$ cat src/rtl/calc_ctrl_pkg.sv
// Shared constants for the calculator control sequencer: default sizing plus the
// stage indices the datapath decodes from stage_idx.
package calc_ctrl_pkg;

   localparam int DEF_NUM_STAGES      = 4;
   localparam int DEF_LOAD_DELAY      = 2;
   localparam int DEF_DEBOUNCE_CYCLES = 16;

   localparam int ENTER_A = 0;
   localparam int ENTER_B = 1;
   localparam int OPERATE = 2;
   localparam int RESULT  = 3;

   localparam int DEF_LOAD_STAGE = OPERATE;

   // What the stage FSM does this cycle; clear outranks step when both arrive together.
   typedef enum logic [1:0] {
      ACT_NONE,
      ACT_STEP,
      ACT_CLEAR
   } seq_action_e;

endpackage

$ cat src/rtl/button_debounce.sv
// Two-flop synchroniser and run-length debouncer for one raw push-button;
// emits a one-cycle strobe when the debounced level rises.
module button_debounce #(
   parameter int DEBOUNCE_CYCLES = 16
) (
   input  logic clk,
   input  logic reset,
   input  logic btn,
   output logic press
);

   localparam int CW = (DEBOUNCE_CYCLES > 1) ? $clog2(DEBOUNCE_CYCLES) : 1;
   localparam logic [CW-1:0] LAST = CW'(DEBOUNCE_CYCLES - 1);

   logic [1:0]    sync;
   logic [CW-1:0] count;
   logic          level;

   // The level only flips after the synchronised value has disagreed with it for a
   // full run of DEBOUNCE_CYCLES; any agreeing sample restarts the run.
   always_ff @(posedge clk or posedge reset) begin
      if (reset) begin
         sync  <= '0;
         count <= '0;
         level <= 1'b0;
         press <= 1'b0;
      end else begin
         sync  <= {sync[0], btn};
         press <= 1'b0;
         if (sync[1] == level) begin
            count <= '0;
         end else if (count == LAST) begin
            count <= '0;
            level <= ~level;
            press <= ~level;
         end else begin
            count <= count + 1'b1;
         end
      end
   end

endmodule

$ cat src/rtl/calc_control_seq.sv
// Control sequencer for the calculator datapath: debounced step/clear buttons drive a
// wrapping stage register, a clear pulse for the entry register and a delayed load strobe.
module calc_control_seq
   import calc_ctrl_pkg::*;
#(
   parameter int NUM_STAGES      = DEF_NUM_STAGES,
   parameter int LOAD_STAGE      = DEF_LOAD_STAGE,
   parameter int LOAD_DELAY      = DEF_LOAD_DELAY,
   parameter int DEBOUNCE_CYCLES = DEF_DEBOUNCE_CYCLES
) (
   input  logic                          clk,
   input  logic                          reset,
   input  logic                          btn_step,
   input  logic                          btn_clear,
   output logic [NUM_STAGES-1:0]         control,
   output logic [$clog2(NUM_STAGES)-1:0] stage_idx,
   output logic                          clear_input,
   output logic                          load_pulse
);

   localparam int IW = $clog2(NUM_STAGES);
   localparam logic [IW-1:0] LAST_STAGE = IW'(NUM_STAGES - 1);
   localparam logic [IW-1:0] LOAD_IDX   = IW'(LOAD_STAGE);

   logic                  step_press;
   logic                  clear_press;
   seq_action_e           action;
   logic [IW-1:0]         stage_next;
   logic [NUM_STAGES-1:0] control_next;
   logic                  entry;
   logic [LOAD_DELAY-1:0] delay_line;

   button_debounce #(.DEBOUNCE_CYCLES(DEBOUNCE_CYCLES)) u_step_btn (
      .clk   (clk),
      .reset (reset),
      .btn   (btn_step),
      .press (step_press)
   );

   button_debounce #(.DEBOUNCE_CYCLES(DEBOUNCE_CYCLES)) u_clear_btn (
      .clk   (clk),
      .reset (reset),
      .btn   (btn_clear),
      .press (clear_press)
   );

   // Only a step can enter the load stage; a clear back to stage 0 never counts as an entry.
   always_comb begin
      action       = ACT_NONE;
      stage_next   = stage_idx;
      control_next = '0;
      entry        = 1'b0;
      if (clear_press) begin
         action = ACT_CLEAR;
      end else if (step_press) begin
         action = ACT_STEP;
      end
      case (action)
         ACT_CLEAR: stage_next = '0;
         ACT_STEP: begin
            stage_next = (stage_idx == LAST_STAGE) ? '0 : stage_idx + 1'b1;
            entry      = (stage_next == LOAD_IDX);
         end
         default: ;
      endcase
      control_next[stage_next] = 1'b1;
   end

   // A pending load keeps shifting through later steps but is dropped by a clear.
   always_ff @(posedge clk or posedge reset) begin
      if (reset) begin
         stage_idx   <= '0;
         control     <= NUM_STAGES'(1);
         clear_input <= 1'b0;
         delay_line  <= '0;
         load_pulse  <= 1'b0;
      end else begin
         stage_idx   <= stage_next;
         control     <= control_next;
         clear_input <= (action != ACT_NONE);
         if (action == ACT_CLEAR) begin
            delay_line <= '0;
            load_pulse <= 1'b0;
         end else begin
            delay_line <= (delay_line << 1) | LOAD_DELAY'(entry);
            load_pulse <= delay_line[LOAD_DELAY-1];
         end
      end
   end

endmodule

$ cat config.mk
export PLATFORM = sky130hd
export DESIGN_NAME = calc_control_seq
export DESIGN_NICKNAME = d
export VERILOG_FILES = /design/src/rtl/calc_ctrl_pkg.sv /design/src/rtl/button_debounce.sv /design/src/rtl/calc_control_seq.sv
export SDC_FILE = /design/constraint.sdc
export NUM_CORES = 1
export LEC_CHECK = 0
export ABC_AREA = 1
export ABC_CLOCK_PERIOD_IN_PS = 2200
export CAP_MARGIN = 40
export CORE_MARGIN = 5
export CORE_UTILIZATION = 61
export CTS_BUF_LIST = sky130_fd_sc_hd__clkbuf_4
export CTS_CLUSTER_DIAMETER = 120
export DETAILED_ROUTE_END_ITERATION = 10
export GPL_ROUTABILITY_DRIVEN = 0
export PLACE_DENSITY_LB_ADDON = 0.05
export SLEW_MARGIN = 30
export SYNTH_ARGS = -nofsm -noshare
export SYNTH_HDL_FRONTEND = slang
export SYNTH_HIERARCHICAL = 1
export SYNTH_SLANG_ARGS = --single-unit
$ cat constraint.sdc
create_clock -name clk -period 2.2 [get_ports clk]
set_input_delay 0.33 -clock clk [delete_from_list [all_inputs] [get_ports clk]]
set_output_delay 0.33 -clock clk [all_outputs]
set_load 0.02 [all_outputs]
Yosys cells after proc, flatten, opt, wreduce, memory -nomap -nowiden --
Index checks and enable logic that the tools add are counted.
Cells by class: divide/modulo/power cells 0, eq/ne operators 8, $mul 0, shift operators 0, reductions and logical operators 4, $lt $le $gt $ge 2, add/sub/neg operators 3, bitwise operators 5, multiplexer cells 17
Operator list (number):
- 4-bit two-way mux | 4
- 4-bit by 1-bit adder with 4-bit output, second input constant | 2
- 4-bit == test, second input constant | 2
- 1-bit two-way mux | 8
- 2-bit == test, second input constant | 3
- 2-bit two-way mux | 3
- 1-bit inverter | 4
- 2-bit case mux with 2 select lines | 1
- 2-bit AND reduction | 2
- 2-bit by 3-bit less-than comparator with 1-bit output, second input constant | 1
- 2-bit by 1-bit adder with 2-bit output, second input constant | 1
- 1-bit demux with 2-bit select | 1
- 1-bit == test | 2
- 2-bit by 1-bit == test with 1-bit output, second input constant | 1
- 2-bit by 1-bit >= comparator with 1-bit output, second input constant | 1
- 2-bit by 1-bit OR with 2-bit output | 1
- 2-bit nonzero test | 1
- 1-bit logical AND | 1
Storage, ports and cells: bits in registers 26, bits of input ports 4, output and inout bits 8, ROM bits 0, logic and storage cells 52, memories 0, memory bits (writable) 0, latch bits 0

Logic depth before layout (Yosys ltp) --
Gate-level depths: netlist of run 1.
word-level depth 8, gate-level depth with buffers 6, gate-level depth less buffers 6

Cells and area by module --
The synthesis of run 1 kept the hierarchy.
Modules (own cells, without submodules):
- button_debounce | cells each 31, times used 2, area each 329.1 µm², seq. area each 200.2 µm²
- calc_control_seq | cells each 40, times used 1, area each 395.4 µm², seq. area each 251.5 µm²

Worst setup path before layout of run 1 --
No wires, ideal clock.
path type flip-flop to flip-flop, from reg stage_idx[1], to reg control[1], arrival time 1.114 ns, buffers on the path 0, setup time 0.113 ns, slack 0.973 ns, cell stages (with the launch flop) 7, period minus slack after synthesis 1.227 ns, cell sequence dfrtp_1 > inv_1 > ha_1 > a21oi_1 > nand2_1 > nand2_1 > inv_1
Between the ends: word-level cells in the longest chain between the ends 7, elaborated cells between the ends (all ways) 9, those cells by class add/sub: 1; order compare: 2; eq/ne: 1; mux: 4; reduce/logical: 1
Ends and longest elaborated chain:
- start: declaration | line calc_control_seq.sv:16 | output logic [$clog2(NUM_STAGES)-1:0] stage_idx,
- start signal: assignment | line calc_control_seq.sv:78 | stage_idx <= stage_next;
- 2-bit by 1-bit adder with 2-bit output / 2-bit == test (equally long branches) | line calc_control_seq.sv:61 | stage_next = (stage_idx == LAST_STAGE) ? '0 : stage_idx + 1'b1;
- 2-bit two-way mux | line calc_control_seq.sv:61
- 2-bit case mux with 2 select lines (*) | line calc_control_seq.sv:58 | case (action)
- 2-bit by 3-bit less-than comparator with 1-bit output (implied by the code) / 2-bit by 1-bit >= comparator with 1-bit output (equally long branches) | line calc_control_seq.sv:66 | control_next[stage_next] = 1'b1;
- 1-bit logical AND (implied by the code) | line calc_control_seq.sv:66
- 1-bit two-way mux (implied by the code) | line calc_control_seq.sv:66
- 1-bit demux with 2-bit select (*) | line calc_control_seq.sv:66
- via control_next[1] | line calc_control_seq.sv:29 | logic [NUM_STAGES-1:0] control_next;
- end signal: assignment | line calc_control_seq.sv:79 | control <= control_next;
- end: declaration | line calc_control_seq.sv:15 | output logic [NUM_STAGES-1:0] control,
Mark *: on every way through the listed nets, which the timed path passes. The rest lies on a longest branch. A chain may end at the register's enable or synchronous reset.

Worst setup path in the final report of run 1 --
from reg control[0], to out control[0]
No word-level cell between the ends.

==> results of run 1 <==
==> worst register-to-register path: stages (launching register included) <==
cell,delay [ns]
dfrtp_1,0.42
inv_1,0.08
ha_1,0.28
a21oi_1,0.15
nand2_1,0.09
nand2_1,0.07
inv_1,0.04
==> sequential cells by signal, indices dropped and copies added, names as in the netlist, 2 cells and up <==
register,count
u_clear_btn/sync,2
u_clear_btn/count,4
u_step_btn/count,4
delay_line,2
control,4
stage_idx,2
u_step_btn/sync,2
==> final timing paths <==
path	start	endpoint	slack (ns)	cells past startpoint
hold / removal	reset	u_step_btn/level	0.33	2
setup / recovery	control[0]	control[0]	0.43	1
min in group clk	u_step_btn/sync[0]	u_step_btn/sync[1]	0.37	0
setup reg to reg	stage_idx[1]	control[1]	0.98	6
max in group asynchronous	reset	control[0]	1.52	2
hold reg to reg	u_step_btn/sync[0]	u_step_btn/sync[1]	0.37	0
==> per-layer routing <==
layer  vias up  GRT usage [%]  routed length [um]
li1        340              -                   -
met1       317           15.2                 717
met2        12           24.8                 731
met3         2           3.44                  67
met4         0           6.55                  23
met5         -              0                   0
==> cell type report <==
type | instances | area [sq um] | area share (%)
Tap cell | 17 | 21.3 | 1.75
Inverter | 19 | 71.3 | 5.87
Multi-Input combinational cell | 57 | 330 | 27.2
Sequential cell | 26 | 652 | 53.7
Clock buffer | 4 | 30.0 | 2.47
Timing Repair Buffer | 11 | 110 | 9.06
==> report_power, final <==
| part | leakage (nW) | internal [mW] | switching, mW |
|---|---|---|---|
| Sequential | 0.345 | 0.491 | 0.0109 |
| Clock | 0.0184 | 0.0830 | 0.123 |
| Combinational | 0.272 | 0.0164 | 0.0248 |
| Total | 0.636 | 0.590 | 0.159 |
==> per-stage QoR <==
stage	instances	setup slack [ns]
floorplan	102	0.973
global placement	130	0.786
detailed placement	130	0.761
CTS	134	0.409
global route	134	0.376
finish	134	0.425
==> layout by cell type (no fill, tap or decap) <==
cell type / n
a21oi_1: 1
and3_2: 1
clkbuf_4: 4
clkdlybuf4s50_1: 11
dfrtp_1: 25
dfstp_2: 1
ha_1: 4
inv_1: 15
inv_2: 4
nand2_1: 18
nand2_2: 3
nand3_1: 2
nand3_2: 4
nand3b_1: 1
nand4_1: 2
nor2_1: 12
nor2_2: 3
nor3_2: 2
o21ai_1: 2
xnor2_1: 2
==> cell families after synthesis <==
group / synth area share (%)
and+or+nand+nor: 23.5
DFF: 61.9
buffers and inverters: 6.77
adders and majority gates: 4.75
AOI/OAI and AO/OA: 1.42
xor gates and xnor gates: 1.66
==> impl_metrics.env, run 1 <==
export IMPL_vdd_drop_max_mv=0.434
export IMPL_yosys_warnings=6
export IMPL_crit_fanout=1
export IMPL_synth_top_area_share_pct=59.4
export IMPL_crit_buf_inv=1
export IMPL_timing_final_crit_share_pct=80.7
export IMPL_drive_gt1_share_pct=18.8
export IMPL_rows=15
export IMPL_power_density_nw_per_um2=616
export IMPL_yosysMostFrequentCell="dfrtp_1"
export IMPL_area_growth_pct=15.3
export IMPL_grt_pass1_wl_mm=2.64
export IMPL_ys_flop_type="dfrtp_1"
export IMPL_arrival_ns=1.44
export IMPL_vias=671
export IMPL_ant_nets=0
export IMPL_synth_seq_cells=26
export IMPL_tightest_slew_ns=0.377
export IMPL_synth_edff_count=0
export IMPL_fmax_ghz=0.563
export IMPL_synthTopCellsByArea="dfrtp_1, nand2_1, inv_1"
export IMPL_cts_buffer_depth=2
export IMPL_grt_antenna_before_repair=0
export IMPL_wirelength_mm=1.54
export IMPL_tns_ns=0
export IMPL_avgSynthCellArea_sq_um=10.3
export IMPL_rsz0062_at_grt="no"
export IMPL_holdCritPathClass="in -> async"
export IMPL_power_uw=749
export IMPL_dr_pass1_iters=4
export IMPL_path_clk_slew_ns=0.13
export IMPL_vias_per_cell=5.01
export IMPL_hpwlAfterDp_mm=1.19
export IMPL_final_setup_skew_ns=0.00653
export IMPL_leakagePower_nw=0.636
export IMPL_yosysUniqueCellTypes=18
export IMPL_finalSetupViolations=0
export IMPL_critical_path_top_delay_family="buffers and inverters"
export IMPL_yosysTopAreaCell="dfrtp_1"
export IMPL_final_nets=126
export IMPL_cts_tree="built"
export IMPL_dieArea_sq_um=2660
export IMPL_final_area_sq_um=1210
export IMPL_initial_utilization_pct=62.4
export IMPL_initialDrtViolationCount=4
export IMPL_insertion_delay_ns=0.30
export IMPL_track_usage_pct=13.8
export IMPL_synth_common_cells="dfrtp_1, nand2_1, inv_1, nor2_1"
export IMPL_path_cells="clkdlybuf4s50_1"
export IMPL_grt_max_degree=15
export IMPL_period_minus_slack_ns=1.77
export IMPL_async_reset_ff_share_pct=100
export IMPL_syn_area_sq_um=1050
export IMPL_cp_slowest_cell="clkdlybuf4s50_1"
export IMPL_wl_per_cell_um=11.5
export IMPL_hold_viol=0
export IMPL_worstSetupStartpointType="flip-flop"
export IMPL_gr_total_overflow=0
export IMPL_maxCapViolations=0
export IMPL_antenna_cells=0
export IMPL_cts_root_buf="clkbuf_4"
export IMPL_ctsHoldBuffers=0
export IMPL_seq_area_frac_synth_pct=61.9
export IMPL_ios=12
export IMPL_drc=0
export IMPL_syn_inst=102
export IMPL_port_buffers=11
export IMPL_die_w_um=51.6
export IMPL_slew_limit_headroom_pct=74.9
export IMPL_cts_sinks=26
export IMPL_cp_end_kind="primary output"
export IMPL_synth_fp_nets=110
export IMPL_maxSlewViolCount=0
export IMPL_max_stage_delay_ns=0.60
export IMPL_final_core_util_pct=71.9
export IMPL_cts_buffers=3
export IMPL_timing_hold_ws_ns=0.328
export IMPL_htreeDepth=1
export IMPL_worstPathRequired_ns=1.87
export IMPL_die_h_um=51.6
export IMPL_status="finished clean"
export IMPL_n_fill_cell=122
export IMPL_grt_pass1_vias=634
export IMPL_criticalPathCategory="reg -> out"
export IMPL_post_cts_resized=0
export IMPL_core_area_sq_um=1690
export IMPL_dpl_cell_area_sq_um=1180
export IMPL_post_cts_buffers=0
Power figures use the tool's default switching activity.
==> run 2, diff against run 1 <==
--- a/config.mk
+++ b/config.mk
@@ -6,10 +6,10 @@
 export NUM_CORES = 1
 export LEC_CHECK = 0
 export ABC_AREA = 1
-export ABC_CLOCK_PERIOD_IN_PS = 2200
+export ABC_CLOCK_PERIOD_IN_PS = 1500
 export CAP_MARGIN = 40
 export CORE_MARGIN = 5
-export CORE_UTILIZATION = 61
+export CORE_UTILIZATION = 51
 export CTS_BUF_LIST = sky130_fd_sc_hd__clkbuf_4
 export CTS_CLUSTER_DIAMETER = 120
 export DETAILED_ROUTE_END_ITERATION = 10
==> constraint.sdc (replaced) <==
create_clock -name clk -period 1.5 [get_ports clk]
set_input_delay 0.225 -clock clk [delete_from_list [all_inputs] [get_ports clk]]
set_output_delay 0.225 -clock clk [all_outputs]
set_load 0.02 [all_outputs]
==> impl_metrics.env, run 2 (synthesized netlist as in run 1, its figures left out) <==
export IMPL_dr_pass1_iters=2
export IMPL_path_cells="dlygate4sd2_1"
export IMPL_grt_max_degree=15
export IMPL_cp_slowest_cell="dfstp_2"
export IMPL_gr_total_overflow=0
export IMPL_swShare_pct=20.9
export IMPL_crit_buf_inv=1
export IMPL_drive_gt1_share_pct=18.8
export IMPL_initial_utilization_pct=53.7
export IMPL_p_clk_share_pct=27.5
export IMPL_rsz0062_at_grt="no"
export IMPL_critical_path_top_delay_family="flip-flops"
export IMPL_cts_root_buf="clkbuf_4"
export IMPL_cts_buffer_depth=2
export IMPL_final_nets=126
export IMPL_p_switching_uw=229
export IMPL_maxCapViolations=0
export IMPL_holdCritPathClass="in -> async"
export IMPL_period_minus_slack_ns=1.37
export IMPL_wirelength_mm=1.42
export IMPL_layout_cells_non_filler=144
export IMPL_grt_pass1_vias=635
export IMPL_post_cts_resized=6
export IMPL_dpl_cell_area_sq_um=1200
export IMPL_max_stage_delay_ns=0.53
export IMPL_vias=643
export IMPL_drc=0
export IMPL_grt_pass1_wl_mm=2.73
export IMPL_power_density_nw_per_um2=893
export IMPL_die_w_um=55.5
export IMPL_post_place_ws_ns=0.191
export IMPL_grt_antenna_before_repair=0
export IMPL_ant_nets=0
export IMPL_hpwlAfterDp_mm=1.12
export IMPL_hold_viol=0
export IMPL_slew_limit_headroom_pct=76.2
export IMPL_p_seq_share_pct=67.2
export IMPL_cts_tree="built"
export IMPL_fmax_ghz=0.728
export IMPL_area_growth_pct=16.3
export IMPL_initialDrtViolationCount=10
export IMPL_dp_cells=140
export IMPL_ctsHoldBuffers=0
export IMPL_core_area_sq_um=1960
export IMPL_final_cell_mix="dfrtp_1, nand2_1, inv_1, nor2_1, dlygate4sd2_1"
export IMPL_status="finished clean"
export IMPL_criticalPathCategory="reg -> out"
export IMPL_post_cts_buffers=0
export IMPL_vdd_drop_max_mv=0.705
export IMPL_timing_final_crit_share_pct=91.6
export IMPL_arrival_ns=1.15
export IMPL_worstSetupStartpointType="flip-flop"
export IMPL_fin_ws_ns=0.126
export IMPL_intPower_uw=864
export IMPL_cts_buffers=3
export IMPL_finalSetupViolations=0
export IMPL_final_setup_skew_ns=0.00216
export IMPL_dieArea_sq_um=3070
export IMPL_antenna_cells=0
export IMPL_vias_per_cell=4.47
export IMPL_pwr_share_comb_pct=5.3
export IMPL_reg_top3="control x4, u_clear_btn/count x4, u_step_btn/count x4"
export IMPL_rows=16
export IMPL_maxSlewViolCount=0
export IMPL_cts_sinks=26
export IMPL_insertion_delay_ns=0.30
export IMPL_n_fill_cell=183
export IMPL_crit_fanout=1
export IMPL_port_buffers=11
export IMPL_power_mw=1.09
export IMPL_path_clk_slew_ns=0.12
export IMPL_wl_per_cell_um=9.85
export IMPL_cp_end_kind="primary output"
export IMPL_htreeDepth=1
export IMPL_tns_ns=0
export IMPL_ios=12
export IMPL_final_common_cell="dfrtp_1"
export IMPL_track_usage_pct=11.3
export IMPL_die_h_um=55.5
export IMPL_worstPathRequired_ns=1.27
export IMPL_tightest_slew_ns=0.356
export IMPL_leakagePower_nw=0.695
export IMPL_final_area_sq_um=1220
[run 2: changes by cell type in the layout (fill, tap and decap cells not counted)]
cell	change
clkdlybuf4s50_1	-8
dlygate4sd2_1	+6
dlymetal6s2s_1	+2
[run 2: per-stage QoR]
stage | utilization [%] | hold WS, ns
after floorplan | - | 0.0407
after global placement | 61.0 | 0.334
after detailed placement | 61.0 | 0.336
after CTS | 62.2 | 0.221
after global routing | 62.4 | 0.228
final | 62.4 | 0.222
[run 2: cell type report]
type	count	area, sq um	area share, %
Multi-Input combinational cell	57	330	27.0
Timing Repair Buffer	11	108	8.78
Sequential cell	26	652	53.2
Tap cell	27	33.8	2.76
Clock buffer	4	30.0	2.45
Inverter	19	71.3	5.82
[run 2: final timing paths]
kind                       cells past startpoint                   to  slack [ns]           startpoint
max in group asynchronous                      2           control[0]        0.95                reset
min                                            2     u_step_btn/press        0.22                reset
max                                            1           control[0]        0.13           control[0]
min in group clk                               1  u_clear_btn/sync[0]        0.34            btn_clear
min reg2reg                                    0  u_clear_btn/sync[1]        0.36  u_clear_btn/sync[0]
max reg2reg                                    5           control[1]        0.31         stage_idx[0]
[run 2: power groups by stage]
stage | sequential (mW) | clock (mW) | combinational, mW
after floorplan | 0.746 | 0 | 0.0427
after global placement | 0.748 | 0 | 0.0584
after detailed placement | 0.749 | 0 | 0.0599
after CTS | 0.736 | 0.325 | 0.0602
after global routing | 0.739 | 0.360 | 0.0692
final | 0.735 | 0.301 | 0.0575
[run 2: metal layers]
layer | wire, um | GRT usage, %
met1 | 661 | 14.3
met2 | 709 | 17.6
met3 | 47 | 3.50
met4 | 0 | 5.21
met5 | 0 | 0
